## src/rtl/fetch_unit_pkg.sv

```systemverilog
// Shared types and constants for the instruction fetch stage.
package fetch_unit_pkg;

  localparam int WORD_SIZE = 32;
  localparam logic [WORD_SIZE-1:0] NOP = 32'h0000_0000;

  typedef enum logic [1:0] {
    ST_FETCH  = 2'd0,
    ST_HOLD   = 2'd1,
    ST_SQUASH = 2'd2
  } fetch_state_t;

endpackage

```

## src/rtl/fetch_unit_if.sv

```systemverilog
// Fetch-stage bus: instruction memory port, pipeline control and IF/ID outputs.
interface fetch_unit_if;
  import fetch_unit_pkg::*;

  logic                 stall_in;
  logic                 branch_taken_in;
  logic [WORD_SIZE-1:0] branch_target_in;
  logic                 imem_req;
  logic [WORD_SIZE-1:0] imem_addr;
  logic                 imem_ack;
  logic [WORD_SIZE-1:0] imem_rdata;
  logic [WORD_SIZE-1:0] if_id_instruction;
  logic [WORD_SIZE-1:0] if_id_pc;
  logic                 if_id_valid;

  modport master (
    input  stall_in, branch_taken_in, branch_target_in, imem_ack, imem_rdata,
    output imem_req, imem_addr, if_id_instruction, if_id_pc, if_id_valid
  );

  modport slave (
    output stall_in, branch_taken_in, branch_target_in, imem_ack, imem_rdata,
    input  imem_req, imem_addr, if_id_instruction, if_id_pc, if_id_valid
  );
endinterface

```

## src/rtl/fetch_unit_if_id_register.sv

```systemverilog
// IF/ID pipeline holding register; flush beats load, load beats invalidate.
module if_id_register
  import fetch_unit_pkg::*;
#(
  parameter int W = 32
) (
  input  logic         clk,
  input  logic         rst,
  input  logic         load,
  input  logic         flush,
  input  logic         invalidate,
  input  logic [W-1:0] d_instr,
  input  logic [W-1:0] d_pc,
  output logic [W-1:0] q_instr,
  output logic [W-1:0] q_pc,
  output logic         q_valid
);

  always_ff @(posedge clk or negedge rst) begin
    if (!rst) begin
      q_instr <= W'(NOP);
      q_pc    <= '0;
      q_valid <= 1'b0;
    end else if (flush) begin
      q_instr <= W'(NOP);
      q_pc    <= '0;
      q_valid <= 1'b0;
    end else if (load) begin
      q_instr <= d_instr;
      q_pc    <= d_pc;
      q_valid <= 1'b1;
    end else if (invalidate) begin
      q_valid <= 1'b0;
    end
  end

endmodule

```

## src/rtl/fetch_unit.sv

```systemverilog
// Instruction fetch unit with stall hold buffer and branch squash.
// Optional FETCH_PERF_CNT_EN adds saturating stall/squash counters.
module fetch_unit #(
  parameter logic [31:0] RESET_PC  = 32'h0000_0000,
  parameter int          WORD_SIZE = fetch_unit_pkg::WORD_SIZE
) (
  input  logic         clk,
  input  logic         rst,
  fetch_unit_if.master bus
`ifdef FETCH_PERF_CNT_EN
  ,
  output logic [31:0]  stall_cycles,
  output logic [31:0]  squash_count
`endif
);
  import fetch_unit_pkg::*;

  fetch_state_t         state;
  logic [WORD_SIZE-1:0] pc;
  logic [WORD_SIZE-1:0] pc_plus4;
  logic [WORD_SIZE-1:0] hold_buf;
  logic [WORD_SIZE-1:0] target_q;
  logic [WORD_SIZE-1:0] target;

  logic                 ld;
  logic                 fl;
  logic                 inv;
  logic [WORD_SIZE-1:0] d_instr;

  assign pc_plus4 = pc + WORD_SIZE'(4);
  assign target   = bus.branch_target_in & ~WORD_SIZE'(3);

  // Address stays on the old pc through SQUASH until the stale response lands.
  assign bus.imem_req  = (state != ST_HOLD);
  assign bus.imem_addr = pc;

  always_comb begin
    ld      = 1'b0;
    fl      = 1'b0;
    inv     = 1'b0;
    d_instr = bus.imem_rdata;
    if (bus.branch_taken_in) begin
      fl = 1'b1;
    end else begin
      case (state)
        ST_FETCH: begin
          if (bus.imem_ack && !bus.stall_in)       ld  = 1'b1;
          else if (!bus.imem_ack && !bus.stall_in) inv = 1'b1;
        end
        ST_HOLD: begin
          if (!bus.stall_in) begin
            ld      = 1'b1;
            d_instr = hold_buf;
          end
        end
        default: ;
      endcase
    end
  end

  always_ff @(posedge clk or negedge rst) begin
    if (!rst) begin
      state    <= ST_FETCH;
      pc       <= WORD_SIZE'(RESET_PC);
      hold_buf <= '0;
      target_q <= '0;
    end else begin
      case (state)
        ST_FETCH: begin
          if (bus.branch_taken_in) begin
            hold_buf <= '0;
            if (bus.imem_ack) begin
              pc <= target;
            end else begin
              target_q <= target;
              state    <= ST_SQUASH;
            end
          end else if (bus.imem_ack) begin
            if (bus.stall_in) begin
              hold_buf <= bus.imem_rdata;
              state    <= ST_HOLD;
            end else begin
              pc <= pc_plus4;
            end
          end
        end
        ST_HOLD: begin
          if (bus.branch_taken_in) begin
            hold_buf <= '0;
            pc       <= target;
            state    <= ST_FETCH;
          end else if (!bus.stall_in) begin
            pc    <= pc_plus4;
            state <= ST_FETCH;
          end
        end
        ST_SQUASH: begin
          // A redirect arriving with the stale ack wins over the latched one.
          if (bus.imem_ack) begin
            pc    <= bus.branch_taken_in ? target : target_q;
            state <= ST_FETCH;
          end else if (bus.branch_taken_in) begin
            target_q <= target;
          end
        end
        default: state <= ST_FETCH;
      endcase
    end
  end

  if_id_register #(.W(WORD_SIZE)) u_if_id (
    .clk        (clk),
    .rst        (rst),
    .load       (ld),
    .flush      (fl),
    .invalidate (inv),
    .d_instr    (d_instr),
    .d_pc       (pc_plus4),
    .q_instr    (bus.if_id_instruction),
    .q_pc       (bus.if_id_pc),
    .q_valid    (bus.if_id_valid)
  );

`ifdef FETCH_PERF_CNT_EN
  always_ff @(posedge clk or negedge rst) begin
    if (!rst) begin
      stall_cycles <= '0;
      squash_count <= '0;
    end else begin
      if (state == ST_FETCH && (bus.stall_in || !bus.imem_ack) && stall_cycles != '1)
        stall_cycles <= stall_cycles + 32'd1;
      if (bus.branch_taken_in && squash_count != '1)
        squash_count <= squash_count + 32'd1;
    end
  end
`endif

endmodule

```

## src/flat_wrapper.sv

```systemverilog
// flat-port wrapper written by rule: the top's interface ports become plain ports
module fetch_unit_flat import fetch_unit_pkg::*;
#(
  parameter logic [31:0] RESET_PC  = 32'h0000_0000,
  parameter int          WORD_SIZE = fetch_unit_pkg::WORD_SIZE
)
  (clk, rst, bus_stall_in, bus_branch_taken_in, bus_branch_target_in, bus_imem_ack, bus_imem_rdata, bus_imem_req, bus_imem_addr, bus_if_id_instruction, bus_if_id_pc, bus_if_id_valid);
  fetch_unit_if bus_i ();
  input  logic clk;
  input  logic rst;
  input wire logic [$bits(bus_i.stall_in)-1:0] bus_stall_in;
  input wire logic [$bits(bus_i.branch_taken_in)-1:0] bus_branch_taken_in;
  input wire logic [$bits(bus_i.branch_target_in)-1:0] bus_branch_target_in;
  input wire logic [$bits(bus_i.imem_ack)-1:0] bus_imem_ack;
  input wire logic [$bits(bus_i.imem_rdata)-1:0] bus_imem_rdata;
  output wire logic [$bits(bus_i.imem_req)-1:0] bus_imem_req;
  output wire logic [$bits(bus_i.imem_addr)-1:0] bus_imem_addr;
  output wire logic [$bits(bus_i.if_id_instruction)-1:0] bus_if_id_instruction;
  output wire logic [$bits(bus_i.if_id_pc)-1:0] bus_if_id_pc;
  output wire logic [$bits(bus_i.if_id_valid)-1:0] bus_if_id_valid;
  assign bus_i.stall_in = bus_stall_in;
  assign bus_i.branch_taken_in = bus_branch_taken_in;
  assign bus_i.branch_target_in = bus_branch_target_in;
  assign bus_i.imem_ack = bus_imem_ack;
  assign bus_i.imem_rdata = bus_imem_rdata;
  assign bus_imem_req = bus_i.imem_req;
  assign bus_imem_addr = bus_i.imem_addr;
  assign bus_if_id_instruction = bus_i.if_id_instruction;
  assign bus_if_id_pc = bus_i.if_id_pc;
  assign bus_if_id_valid = bus_i.if_id_valid;
  fetch_unit #(.RESET_PC(RESET_PC), .WORD_SIZE(WORD_SIZE)) u_core (.clk(clk), .rst(rst), .bus(bus_i));
endmodule
```

## config.mk

```make
export PLATFORM = sky130hd
export DESIGN_NAME = fetch_unit_flat
export DESIGN_NICKNAME = d
export VERILOG_FILES = /design/src/rtl/fetch_unit_pkg.sv /design/src/rtl/fetch_unit_if.sv /design/src/rtl/fetch_unit_if_id_register.sv /design/src/rtl/fetch_unit.sv /design/src/flat_wrapper.sv
export SDC_FILE = /design/constraint.sdc
export NUM_CORES = 1
export LEC_CHECK = 0
export CELL_PAD_IN_SITES_DETAIL_PLACEMENT = 1
export CELL_PAD_IN_SITES_GLOBAL_PLACEMENT = 2
export CORE_MARGIN = 1
export CORE_UTILIZATION = 29
export DETAILED_ROUTE_END_ITERATION = 10
export PLACE_DENSITY = 0.73
export SYNTH_ARGS = -nofsm -noshare
export SYNTH_HDL_FRONTEND = slang
export SYNTH_SLANG_ARGS = --single-unit
```

## constraint.sdc

```tcl
create_clock -name clk -period 1.9 [get_ports clk]
set_input_delay 0.19 -clock clk [delete_from_list [all_inputs] [get_ports clk]]
set_output_delay 0.19 -clock clk [all_outputs]
set_load 0.01 [all_outputs]
```

==> flow_summary.ini <==
[floorplanning]
core_area_sq_mm = 0.0280
die_w_um = 171
die_h_um = 171
pin_count = 167
dieArea_sq_mm = 0.0294
start_util_pct = 29.7
row_count = 61

[outcome]
status = complete, but fails checks
violations = setup timing

[worst_setup_path]
crit_arrival_ns = 2.26
startpoint = u_core.bus.imem_addr[9]$_DFFE_PN0P_
rr_startpoint = u_core.bus.imem_addr[9]$_DFFE_PN0P_
slowest_stage = or4_4
crit_fanout = 7
worstSetupPathType = flop to flop
cpMostUsedCell = or4_4
cp_cell_sequence = nand2_2 -> or4_4 -> or4_4 -> a311oi_2
max_stage_delay_ns = 0.60
required_ns = 2.23
startpoint_type = flop
endpoint_kind = flop

[synthesis]
synth.distinct_cells = 60
syn_inst = 829
syn_avg_cell_area_sq_um = 10.0
synth_top_area_share_pct = 49.1
synth_nets = 899
seq_area_frac_synth_pct = 49.1
yosys_warnings = 0
synth-edff-count = 0
synth_seq_cells = 163
yosysTopAreaCell = dfrtp_1
syn_area_sq_mm = 0.00831
synth_flop_cell = dfrtp_1
async_reset_ff_share_pct = 100
synth.area.top_cells = dfrtp_1, mux2i_1, a211oi_1

[timing]
setup_viol = 2
fin_ws_ns = -0.0293
rsz0062_at_grt = yes
max_freq_ghz = 0.518
clock_skew_ns = 0.0144
fin_crit_ns = 1.93
drv_slew = 0
timing.final.crit_share_pct = 102
worstMarginPinSlew_ns = 0.517
maxSlewHeadroom_pct = 65.5
finalHoldViolCount = 0

[global_routing]
grt-ovfl-total = 0
grt_max_degree = 57
grt_pass1_vias = 8220
antenna_found_initial = 0
grt_usage_pct = 21.3
grt_pass1_wl_mm = 48.0

[cells_and_area]
area_growth_pct = 48.8
mostFrequentLayoutCell = clkdlybuf4s50_1
antenna_cells = 0
drive_gt1_share_pct = 25.0
layout.nets = 1157
final_cell_mix = clkdlybuf4s50_1, dfrtp_1, buf_4, nor2_1, nand2_1

[detailed_routing]
drc = 0
wl_per_cell_um = 20.5
drtAntennaViolNets = 0
vias = 7714
drtIter0Drc = 446
dr.pass1.iters = 4
viasPerCell = 5.22
totalWireLength_mm = 30.3

[clocking]
ctsRootBufferMaster = clkbuf_16
cts_made_buffers = 17
clkSinkCount = 163
clk_pin_slew_ns = 0.08
cts_buffer_depth = 2
htreeDepth = 4
cts_tree = done
worstSkewPairLatency_ns = 0.44

[worst_hold_path]
holdCritPathClass = input port to async pin

[job]
max-cap-violations = 0

[power]
leakagePower_nw = 4.98
total_power_w = 0.0111
p_per_area_mw_per_mm2 = 897
ir_drop_v = 0.000493

[place]
post-place-ws_ns = -0.291
port_buffers = 164
dpl.hpwl_mm = 21.8
gp_congestion = 0.851
## state kept, by name (all words and copies together) (netlist names)
register	count
u_core.u_if_id.q_valid	1
u_core.u_if_id.q_pc	32
u_core.state	2
u_core.hold_buf	32
u_core.u_if_id.q_instr	32
u_core.bus.imem_addr	32
u_core.target_q	32
## where the power goes
group          switching [W]  internal (W)
clock network        0.00172       0.00178
registers           0.000335       0.00388
logic                0.00170       0.00167
## metrics by stage
| stage | cells | area, sq um | utilization, % | setup TNS, ns | hold slack [ns] |
|---|---|---|---|---|---|
| 6_report | 1478 | 12400 | 44.2 | -0.0379 | 0.258 |
| 3_5_place_dp | 1436 | 11500 | 40.9 | -7.20 | 0.186 |
| 4_1_cts | 1472 | 12200 | 43.4 | -0.171 | 0.233 |
| 5_1_grt | 1478 | 12400 | 44.2 | -0.391 | 0.276 |
| 2_1_floorplan | 829 | 8380 | - | -0.282 | -0.106 |
| 3_3_place_gp | 1436 | 11500 | 40.9 | -4.54 | 0.191 |
## synthesized netlist by cell type (all sizes together) (9+ instances only)
| library cell | n |
|---|---|
| a211oi | 48 |
| o21ai | 40 |
| dfrtp | 163 |
| inv | 10 |
| nand2 | 54 |
| nor4 | 14 |
| nand4 | 22 |
| nor3 | 20 |
| mux2 | 31 |
| or3 | 18 |
| nand3 | 33 |
| a311oi | 10 |
| mux2i | 47 |
| a21oi | 9 |
| buf | 20 |
| nand2b | 18 |
| a22o | 36 |
| clkbuf | 56 |
| nor2 | 76 |
| o311ai | 10 |
| o211ai | 11 |
## critical path: cells and delay by family (launching register included)
family / cells / cell delay (ns)
DFF: 1 / 0.43
AOI/OAI and AO/OA: 1 / 0.21
and+or+nand+nor: 3 / 1.18
## per-layer routing
layer  up-vias  share of wire, %  GRT usage [%]
li1       3619                 -              -
met1      3905                48           30.4
met2       163                47           33.9
met3        27               3.6           3.22
met4         0               1.4           4.74
met5         -                 0              0
## cell type report
type | count | area, sq um
flip-flops and latches | 163 | 4090
multi-input cells | 580 | 4130
well taps | 378 | 473
clock inverters | 15 | 180
clock buffers | 17 | 425
repair buffers | 315 | 3030
inverters | 10 | 37.5
fillers | 3100 | 15600
## cell families after synthesis
logic type	Yosys count	share of synthesized area, %
adders and majority gates	1	0.150
AOI/OAI and AO/OA	197	17.5
buffers and inverters	86	4.12
muxes	78	9.86
DFF	163	49.1
and+or+nand+nor	294	18.3
xor gates and xnor gates	10	1.05
## final timing paths
check / end / slack, ns / cells past startpoint
min reg2reg: u_core.hold_buf[10]$_DFFE_PN0P_ / 0.50 / 1
max in group asynchronous: u_core.bus.imem_addr[15]$_DFFE_PN0P_ / 0.96 / 3
min: u_core.target_q[14]$_DFFE_PN0P_ / 0.26 / 2
max reg2reg: u_core.u_if_id.q_pc[30]$_DFFE_PN0P_ / -0.03 / 4
max: u_core.u_if_id.q_pc[30]$_DFFE_PN0P_ / -0.03 / 4
min in group clk: u_core.u_if_id.q_pc[3]$_DFFE_PN0P_ / 0.26 / 3
## timing repair
item                                    in CTS  in global routing
hold buffers                                 1                  0
setup buffers                                3                  7
endpoints found under the hold margin       40                  0
gates resized for setup                     15                 48
endpoints found under the setup margin      20                 59
pin swaps                                    7                 12
No activity file was read; power rests on OpenSTA's default activity.
